File: config.mk
export PLATFORM = sky130hd
export DESIGN_NAME = alarm_trigger
export DESIGN_NICKNAME = d
export VERILOG_FILES = /design/src/rtl/alarm_pkg.sv /design/src/rtl/alarm_countdown.sv /design/src/rtl/alarm_trigger.sv
export SDC_FILE = /design/constraint.sdc
export NUM_CORES = 1
export LEC_CHECK = 0
export BUFFER_PORTS_ARGS = -buffer_cell sky130_fd_sc_hd__buf_2
export CAP_MARGIN = 20
export CORE_MARGIN = 2
export CORE_UTILIZATION = 45
export DETAILED_ROUTE_END_ITERATION = 6
export PLACE_DENSITY = 0.75
export SLEW_MARGIN = 20
export SYNTH_ARGS = -nofsm -noshare
export SYNTH_HDL_FRONTEND = slang
export SYNTH_SLANG_ARGS = --single-unit
export TNS_END_PERCENT = 1
File: constraint.sdc
create_clock -name clk -period 2.2 [get_ports clk]
set_clock_uncertainty 0.05 [all_clocks]
set_input_delay 0.11 -clock clk [delete_from_list [all_inputs] [get_ports clk]]
set_output_delay 0.11 -clock clk [all_outputs]
set_load 0.1 [all_outputs]
File: src/rtl/alarm_pkg.sv
// alarm_pkg: shared state encoding, BCD alarm-time record and default timing constants
// for the alarm trigger block.
`default_nettype none

package alarm_pkg;

   typedef enum logic [1:0] {
      DISARMED = 2'd0,
      ARMED    = 2'd1,
      RINGING  = 2'd2,
      SNOOZE   = 2'd3
   } alarm_state_t;

   typedef struct packed {
      logic [1:0] hl;
      logic [3:0] hr;
      logic [2:0] ml;
      logic [3:0] mr;
   } bcd_hhmm_t;

   localparam int DEF_RING_TIMEOUT_S = 60;
   localparam int DEF_SNOOZE_MIN     = 5;
   localparam int DEF_MAX_SNOOZE     = 3;

   function automatic int max_int(input int a, input int b);
      return (a > b) ? a : b;
   endfunction

endpackage

`default_nettype wire

File: src/rtl/alarm_countdown.sv
// alarm_countdown: loadable down-counter with tick enable; o_done pulses combinationally
// on the enabled tick that takes the count from 1 to 0.
`default_nettype none

module alarm_countdown #(
   parameter int W = 9
) (
   input  logic         clk,
   input  logic         rst,
   input  logic         i_load,
   input  logic [W-1:0] i_load_val,
   input  logic         i_tick_en,
   output logic         o_done
);

   logic [W-1:0] r_count;

   always_ff @(posedge clk or posedge rst) begin
      if (rst) begin
         r_count <= '0;
      end else if (i_load) begin
         r_count <= i_load_val;
      end else if (i_tick_en && (r_count != '0)) begin
         r_count <= r_count - W'(1);
      end
   end

   assign o_done = i_tick_en && (r_count == W'(1));

endmodule

`default_nettype wire

File: src/rtl/alarm_trigger.sv
// alarm_trigger: matches clock time against the stored alarm and sequences ring/stop/snooze/timeout.
// Snooze support is compiled in only when ALARM_SNOOZE_EN is defined.
`default_nettype none

module alarm_trigger
   import alarm_pkg::*;
#(
   parameter int RING_TIMEOUT_S = alarm_pkg::DEF_RING_TIMEOUT_S,
   parameter int SNOOZE_MIN     = alarm_pkg::DEF_SNOOZE_MIN,
   parameter int MAX_SNOOZE     = alarm_pkg::DEF_MAX_SNOOZE
) (
   input  logic       clk,
   input  logic       rst,
   input  logic       tick_1hz,
   input  logic [1:0] cur_hl,
   input  logic [3:0] cur_hr,
   input  logic [2:0] cur_ml,
   input  logic [3:0] cur_mr,
   input  logic [2:0] cur_sl,
   input  logic [3:0] cur_sr,
   input  logic [1:0] alm_hl,
   input  logic [3:0] alm_hr,
   input  logic [2:0] alm_ml,
   input  logic [3:0] alm_mr,
   input  logic       alarm_on,
   input  logic       alarm_edit,
   input  logic       stop_btn,
   input  logic       snooze_btn,
   output logic       alarm_active,
   output logic       buzzer,
   output logic       snoozing,
   output logic [1:0] snooze_cnt
);

   localparam int               CW         = $clog2(max_int(RING_TIMEOUT_S, SNOOZE_MIN * 60) + 1);
   localparam logic [CW-1:0]    C_RING_LD  = CW'(RING_TIMEOUT_S);
   localparam logic [CW-1:0]    C_SNZ_LD   = CW'(SNOOZE_MIN * 60);
   localparam logic [1:0]       C_MAX_SNZ  = 2'(MAX_SNOOZE);

`ifdef ALARM_SNOOZE_EN
   localparam logic             C_SNZ_EN   = 1'b1;
`else
   localparam logic             C_SNZ_EN   = 1'b0;
`endif

   alarm_state_t  r_state;
   logic          r_match_q;
   logic          r_active;
   logic          r_phase;
   logic          r_snoozing;
   logic [1:0]    r_snooze_cnt;

   bcd_hhmm_t     w_cur;
   bcd_hhmm_t     w_alm;
   logic          w_match;
   logic          w_trigger;
   logic          w_disarm;
   logic          w_done;
   logic          w_ring_start;
   logic          w_snooze_start;
   logic          w_load;
   logic [CW-1:0] w_load_val;
   logic          w_tick_en;

   assign w_cur     = '{hl: cur_hl, hr: cur_hr, ml: cur_ml, mr: cur_mr};
   assign w_alm     = '{hl: alm_hl, hr: alm_hr, ml: alm_ml, mr: alm_mr};
   assign w_match   = (w_cur == w_alm) && (cur_sl == 3'd0) && (cur_sr == 4'd0);
   assign w_trigger = w_match && !r_match_q;
   assign w_disarm  = !alarm_on || alarm_edit;
   assign w_tick_en = tick_1hz && ((r_state == RINGING) || (r_state == SNOOZE));

   // Counter reloads must be decided in the same cycle as the state change so no tick is lost.
   always_comb begin
      w_ring_start   = 1'b0;
      w_snooze_start = 1'b0;
      if (!w_disarm) begin
         w_ring_start   = ((r_state == ARMED) && w_trigger) ||
                          ((r_state == SNOOZE) && w_done && !stop_btn);
         w_snooze_start = C_SNZ_EN && (r_state == RINGING) && !stop_btn &&
                          snooze_btn && (r_snooze_cnt < C_MAX_SNZ);
      end
      w_load     = w_ring_start || w_snooze_start;
      w_load_val = w_snooze_start ? C_SNZ_LD : C_RING_LD;
   end

   alarm_countdown #(
      .W (CW)
   ) u_countdown (
      .clk        (clk),
      .rst        (rst),
      .i_load     (w_load),
      .i_load_val (w_load_val),
      .i_tick_en  (w_tick_en),
      .o_done     (w_done)
   );

   always_ff @(posedge clk or posedge rst) begin
      if (rst) begin
         r_state      <= DISARMED;
         r_match_q    <= 1'b0;
         r_active     <= 1'b0;
         r_phase      <= 1'b0;
         r_snoozing   <= 1'b0;
         r_snooze_cnt <= 2'd0;
      end else begin
         r_match_q <= w_match;
         if (w_disarm) begin
            r_state      <= DISARMED;
            r_active     <= 1'b0;
            r_phase      <= 1'b0;
            r_snoozing   <= 1'b0;
            r_snooze_cnt <= 2'd0;
         end else begin
            case (r_state)
               DISARMED: r_state <= ARMED;
               ARMED: begin
                  if (w_ring_start) begin
                     r_state  <= RINGING;
                     r_active <= 1'b1;
                     r_phase  <= 1'b1;
                  end
               end
               RINGING: begin
                  if (w_snooze_start) begin
                     r_state      <= SNOOZE;
                     r_active     <= 1'b0;
                     r_phase      <= 1'b0;
                     r_snoozing   <= 1'b1;
                     r_snooze_cnt <= r_snooze_cnt + 2'd1;
                  end else if (stop_btn || (C_SNZ_EN && snooze_btn) || w_done) begin
                     // Snooze past the limit behaves as stop.
                     r_state      <= ARMED;
                     r_active     <= 1'b0;
                     r_phase      <= 1'b0;
                     r_snooze_cnt <= 2'd0;
                  end else if (tick_1hz) begin
                     r_phase <= ~r_phase;
                  end
               end
               SNOOZE: begin
                  if (stop_btn) begin
                     r_state      <= ARMED;
                     r_snoozing   <= 1'b0;
                     r_snooze_cnt <= 2'd0;
                  end else if (w_ring_start) begin
                     r_state    <= RINGING;
                     r_active   <= 1'b1;
                     r_phase    <= 1'b1;
                     r_snoozing <= 1'b0;
                  end
               end
               default: r_state <= DISARMED;
            endcase
         end
      end
   end

   assign alarm_active = r_active;
   assign buzzer       = r_phase;
   assign snoozing     = r_snoozing;
   assign snooze_cnt   = r_snooze_cnt;

endmodule

`default_nettype wire

==> impl_metrics.json, run 1 <==
{
  "critPathCaptureType": "register",
  "ys_seq_area_share_pct": 30.5,
  "core_region_area_mm2": 0.00245,
  "worstPathMaxFanout": 8,
  "slew_violations": 0,
  "grt_pass1_wl_mm": 4.38,
  "ys_types": 45,
  "powerDensity_mw_per_mm2": 389,
  "area_delta_synth_final_pct": 25.4,
  "synthArstFlopShare_pct": 100,
  "dieHeight_um": 54.5,
  "rsz0062_at_grt": "false",
  "cp-start-kind": "register",
  "hold_viol_final": 0,
  "cap_violations": 0,
  "worst_pin_slew_ns": 0.549,
  "cp_slowest_cell": "dfrtp_1",
  "synth_area_mm2": 0.00115,
  "path_cells": "or3b_4 -> nor4b_4 -> nand4_2 -> o211a_1",
  "ant_nets": 0,
  "cts.sinks": 14,
  "yosys-top-cells-area": "dfrtp_1 31%, xor2_1 9.2%, xnor2_1 3.8%",
  "cp.required_ns": 2.32,
  "worstSkewPairLatency_ns": 0.28,
  "final_cell_mix": "40 x buf_2, 14 x dfrtp_1, 12 x xor2_1",
  "cp_slowest_stage_delay_ns": 0.43,
  "fin_area_mm2": 0.00144,
  "fin_crit_sh_pct": 84.7,
  "cp_data_arrival_time_ns": 1.99,
  "clockBufferDepth": 2,
  "die_x_um": 54.5,
  "nNetsFinal": 207,
  "finalCriticalPeriod_ns": 1.86,
  "cts_buffers": 3,
  "cts_root_buffer": "clkbuf_4",
  "dp.cells": 188,
  "timing.fmax_mhz": 537,
  "outcome": "complete, no violations",
  "stdcell_count": 193,
  "portBuffers": 40,
  "grt_max_degree": 15,
  "tns_ns": 0,
  "setup_viol": 0,
  "synth_edf_count": 0,
  "wire_per_inst_um": 13.9,
  "floorplan.initialDensity_pct": 46.8,
  "antenna_cells": 0,
  "overflow": 0,
  "dr.first_iter.drc_count": 19,
  "drive_gt1_share_pct": 35.0,
  "grt_pass1_vias": 997,
  "dieArea_mm2": 0.00297,
  "htree_levels": 1,
  "relSlewSlack_pct": 63.3,
  "antenna_found_initial": 0,
  "leakagePower_uw": 0.000654,
  "drc": 0,
  "dr.pass1.iters": 4,
  "min_path_type": "primary input to register",
  "post_cts_buffers": 0,
  "gp_routability_congestion": 0.851,
  "dp_hpwl_mm": 2.24,
  "totalWireLength_mm": 2.69,
  "io_pins": 45,
  "cts_tree": "yes",
  "syn-mean-instance-area_um2": 9.82,
  "vdd_ir_drop_max_mv": 0.516,
  "rows": 18,
  "ys_ff_latch": 14,
  "yosysWarnings": 0,
  "synth_ff_type": "dfrtp_1",
  "clkSlewWorstSetupHoldPaths_ns": 0.08,
  "track_usage_pct": 20.7,
  "path_class": "register to register",
  "vias": 1099,
  "synth_top_area_share_pct": 30.5,
  "place_area_mm2": 0.00139,
  "layout_commonest_cell": "buf_2",
  "syn_inst": 117,
  "via_per_inst": 5.69,
  "synth_area_leader_cell": "dfrtp_1"
}
[sequential cells by signal, indices dropped and copies added (netlist names)]
name	count
r_state	2
alarm_active	1
u_countdown.r_count	9
buzzer	1
r_match_q	1
[worst paths after layout]
kind / end / from / slack (ns) / depth (start not counted)
max: u_countdown.r_count[8] / r_state[0] / 0.34 / 4
min: r_match_q / cur_hr[2] / 0.07 / 4
max reg2reg: u_countdown.r_count[8] / r_state[0] / 0.34 / 4
min reg2reg: u_countdown.r_count[0] / u_countdown.r_count[0] / 0.51 / 1
max in group asynchronous: u_countdown.r_count[6] / rst / 1.36 / 3
min in group asynchronous: r_state[0] / rst / 0.38 / 3
[synth_stat cells, types with 2 or more instances]
master and count:
dfrtp_1 14, xor2_1 12, inv_1 5, o211ai_1 5, xnor2_1 5, a211oi_1 4
nand2_1 4, nor2_1 4, nor2b_1 4, nor3_1 4, a21oi_1 3, a31oi_1 3
buf_4 3, ha_1 3, nand3_1 3, o21ai_0 3, clkbuf_1 2, mux2i_1 2
nand4_1 2, nand4b_1 2, nor4_1 2, nor4_4 2, nor4bb_1 2, o211a_1 2
o31a_1 2
[stage by stage]
step | setup slack (ns) | power (uW) | utilization [%] | hold slack (ns)
after floorplan | 0.476 | 339 | - | -0.0508
after global placement | 0.392 | 379 | 56.8 | 0.107
after detailed placement | 0.366 | 383 | 56.8 | 0.121
after CTS | 0.342 | 566 | 58.7 | 0.0672
after global routing | 0.198 | 583 | 58.7 | 0.0853
final | 0.337 | 560 | 58.7 | 0.0673
[report_power, final]
| part | internal [uW] | switching (uW) | total [uW] |
|---|---|---|---|
| Combinational | 48.1 | 70.6 | 119 |
| Clock | 101 | 81.2 | 182 |
| Sequential | 258 | 1.45 | 259 |
| Total | 407 | 153 | 560 |
[kinds of logic (layout without fill, tap and decap cells)]
| logic type | count (synthesis) | in the layout | synth area share, % |
|---|---|---|---|
| AND/OR/NAND/NOR | 41 | 41 | 27.8 |
| AO/OA/AOI/OAI | 28 | 28 | 18.2 |
| XOR/XNOR | 17 | 17 | 13.0 |
| flip-flops | 14 | 14 | 30.5 |
| buffers and inverters | 10 | 54 | 4.25 |
| adder cells (fa/ha/maj) | 3 | 3 | 3.27 |
| multiplexers | 3 | 3 | 2.72 |
| other | 1 | 3 | 0.326 |
[area by class of cell]
type                    instances  area [um^2]
multi-input cells              95          757
inverters                       5         18.8
flip-flops and latches         14          350
fillers                       231         1010
repair buffers                 45          240
well taps                      30         37.5
clock buffers                   4         36.3
[metal layers]
layer | routed length (um) | part of all wire (%) | global-route usage (%) | up-vias
met2 | 1330 | 49 | 35.7 | 45
met3 | 149 | 5.5 | 3.28 | 4
met1 | 1170 | 44 | 27.0 | 517
li1 | - | - | - | 533
met5 | 0 | 0 | 0 | -
met4 | 37 | 1.4 | 5.00 | 0
[worst max-delay path: cells and delay by family, from the launching register on]
kind / cells / cell delay, ns
compound gates: 1 / 0.28
flops: 1 / 0.43
simple gates: 3 / 0.99
[timing repair]
item                      CTS  global route
hold endpoints to repair   14             0
gates resized for setup     0             0
hold buffers                1             0
(Power assumes the default switching activity.)
==> inputs of run 2 (changes only) <==
==> constraint.sdc (replaced) <==
create_clock -name clk -period 1.8 [get_ports clk]
set_clock_uncertainty 0.05 [all_clocks]
set_input_delay 0.09 -clock clk [delete_from_list [all_inputs] [get_ports clk]]
set_output_delay 0.09 -clock clk [all_outputs]
set_load 0.1 [all_outputs]
==> run 2 against run 1 <==
Against the previous run:
- global-route usage is 0.53 points higher
- non-clock buffer count is 4 higher
- highest routed layer unchanged
- design area is 5.5% higher
- cell count is 2.1% higher
- first-iteration DRC count is 26% higher
- critical endpoint is now u_countdown.r_count[6]
- routed wire length is 9.3% higher
- hold slack worse by 0.012 ns
==> impl_metrics.json, run 2 (synthesized netlist as in run 1, its figures left out) <==
{
  "top_register": "u_countdown.r_count",
  "clkSlewWorstSetupHoldPaths_ns": 0.09,
  "worstPathMaxFanout": 7,
  "track_usage_pct": 21.2,
  "cts_buffers": 3,
  "clockBufferDepth": 2,
  "vias": 1139,
  "portBuffers": 40,
  "cts_root_buffer": "clkbuf_4",
  "nNetsFinal": 211,
  "finalCriticalPeriod_ns": 1.78,
  "rows": 18,
  "gp_routability_congestion": 0.856,
  "leakagePower_uw": 0.000683,
  "vdd_ir_drop_max_mv": 0.455,
  "worstSkewPairLatency_ns": 0.29,
  "whs_endpoint": "r_match_q",
  "hold_depth": 4,
  "grt_max_degree": 15,
  "floorplan.initialDensity_pct": 46.8,
  "antenna_found_initial": 0,
  "stdcell_count": 197,
  "io_pins": 45,
  "cts.sinks": 14,
  "powerDensity_mw_per_mm2": 460,
  "antenna_cells": 0,
  "post_cts_buffers": 0,
  "dr.first_iter.drc_count": 24,
  "grt_pass1_vias": 1064,
  "dp.cells": 192,
  "dr.pass1.iters": 4,
  "area_delta_synth_final_pct": 32.2,
  "slew_violations": 0,
  "r2r_cells": 7,
  "largest_register_ffs": 9,
  "core_region_area_mm2": 0.00245,
  "reg2reg_slack_ns": 0.02,
  "path_class": "register to register",
  "top_regs": "u_countdown.r_count (9), r_state (2)",
  "drc": 0,
  "fin_crit_sh_pct": 98.7,
  "crit-reg2reg-launch": "u_countdown.r_count[0]",
  "dp_hpwl_mm": 2.29,
  "via_per_inst": 5.78,
  "wire_per_inst_um": 14.9,
  "layout_commonest_cell": "buf_2",
  "cp-start-kind": "register",
  "dieArea_mm2": 0.00297,
  "rsz0062_at_grt": "true",
  "hold_viol_final": 0,
  "hp-start": "cur_hr[2]",
  "r2r_end": "u_countdown.r_count[6]",
  "fin_hold_ws_ns": 0.0552,
  "setup_viol": 0,
  "final_cell_mix": "40 x buf_2, 14 x dfrtp_1, 12 x xor2_1",
  "critPathCaptureType": "register",
  "ant_nets": 0,
  "grt_pass1_wl_mm": 4.48,
  "htree_levels": 1,
  "worst_pin_slew_ns": 0.524,
  "cp_data_arrival_time_ns": 1.96,
  "overflow": 0,
  "cts_tree": "yes",
  "relSlewSlack_pct": 65.0,
  "dieHeight_um": 54.5,
  "timing.fmax_mhz": 563,
  "drive_gt1_share_pct": 40.1,
  "outcome": "complete, no violations",
  "cap_violations": 0,
  "min_path_type": "primary input to register",
  "die_x_um": 54.5,
  "cp.required_ns": 1.99,
  "totalWireLength_mm": 2.94
}
[run 2: changes by cell type in the layout (fill, tap and decap cells not counted), sizes merged]
cell	before	now
buf	44	48
[run 2: per-layer routing]
metal  GRT usage, %  vias to the layer above  wire [um]
met1           27.7                      542       1230
met3           2.19                        5        206
li1               -                      538          -
met5              0                        -          0
met4           12.1                        0         61
met2           34.1                       54       1440
[run 2: what timing repair did]
action,4_1_cts,5_1_grt
hold endpoints to repair,14,0
hold buffers,1,0
endpoints found under the setup margin,1,9
gates resized for setup,1,7
pin swaps,0,2
[run 2: area by class of cell]
cell class,instances,area [um^2]
Inverter,5,18.8
Fill cell,232,936
Sequential cell,14,350
Tap cell,30,37.5
Clock buffer,4,36.3
Multi-Input combinational cell,95,806
Timing Repair Buffer,49,270
[run 2: power by group]
group / total [uW] / switching (uW) / leakage, uW / internal [uW]
combinational: 150 / 89.6 / 0.000468 / 60.7
clock: 233 / 110 / 0.0000210 / 123
sequential: 316 / 0.569 / 0.000195 / 315
[run 2: worst max path at each step]
| stage | slack (ns) | cells past startpoint | startpoint | end |
|---|---|---|---|---|
| after floorplan | 0.08 | 4 | r_state[1] | u_countdown.r_count[6] |
| after global placement | 0.05 | 4 | r_state[1] | u_countdown.r_count[6] |
| after detailed placement | 0.003 | 4 | r_state[1] | u_countdown.r_count[8] |
| after CTS | 0.04 | 4 | r_state[1] | u_countdown.r_count[0] |
| after global routing | -0.05 | 7 | u_countdown.r_count[1] | u_countdown.r_count[6] |
| final | 0.02 | 7 | u_countdown.r_count[0] | u_countdown.r_count[6] |
[run 2: per-stage QoR]
step / setup slack, ns / utilization (%) / cell area [um^2] / TNS [ns] / power, uW
finish: 0.0238 / 61.9 / 1520 / 0 / 699
detailed placement: 0.00342 / 58.0 / 1420 / 0 / 469
CTS: 0.0404 / 60.2 / 1480 / 0 / 699
global placement: 0.0513 / 58.0 / 1420 / 0 / 465
floorplan: 0.0758 / - / 1160 / 0 / 414
global route: -0.0516 / 61.9 / 1520 / -0.0820 / 720
[run 2: critical path, stage by stage, from the launching register on]
cell,delay (ns)
dfrtp_1,0.37
inv_1,0.07
ha_1,0.20
nor2b_1,0.13
buf_4,0.17
a211oi_1,0.38
xor2_1,0.20
o211a_1,0.15
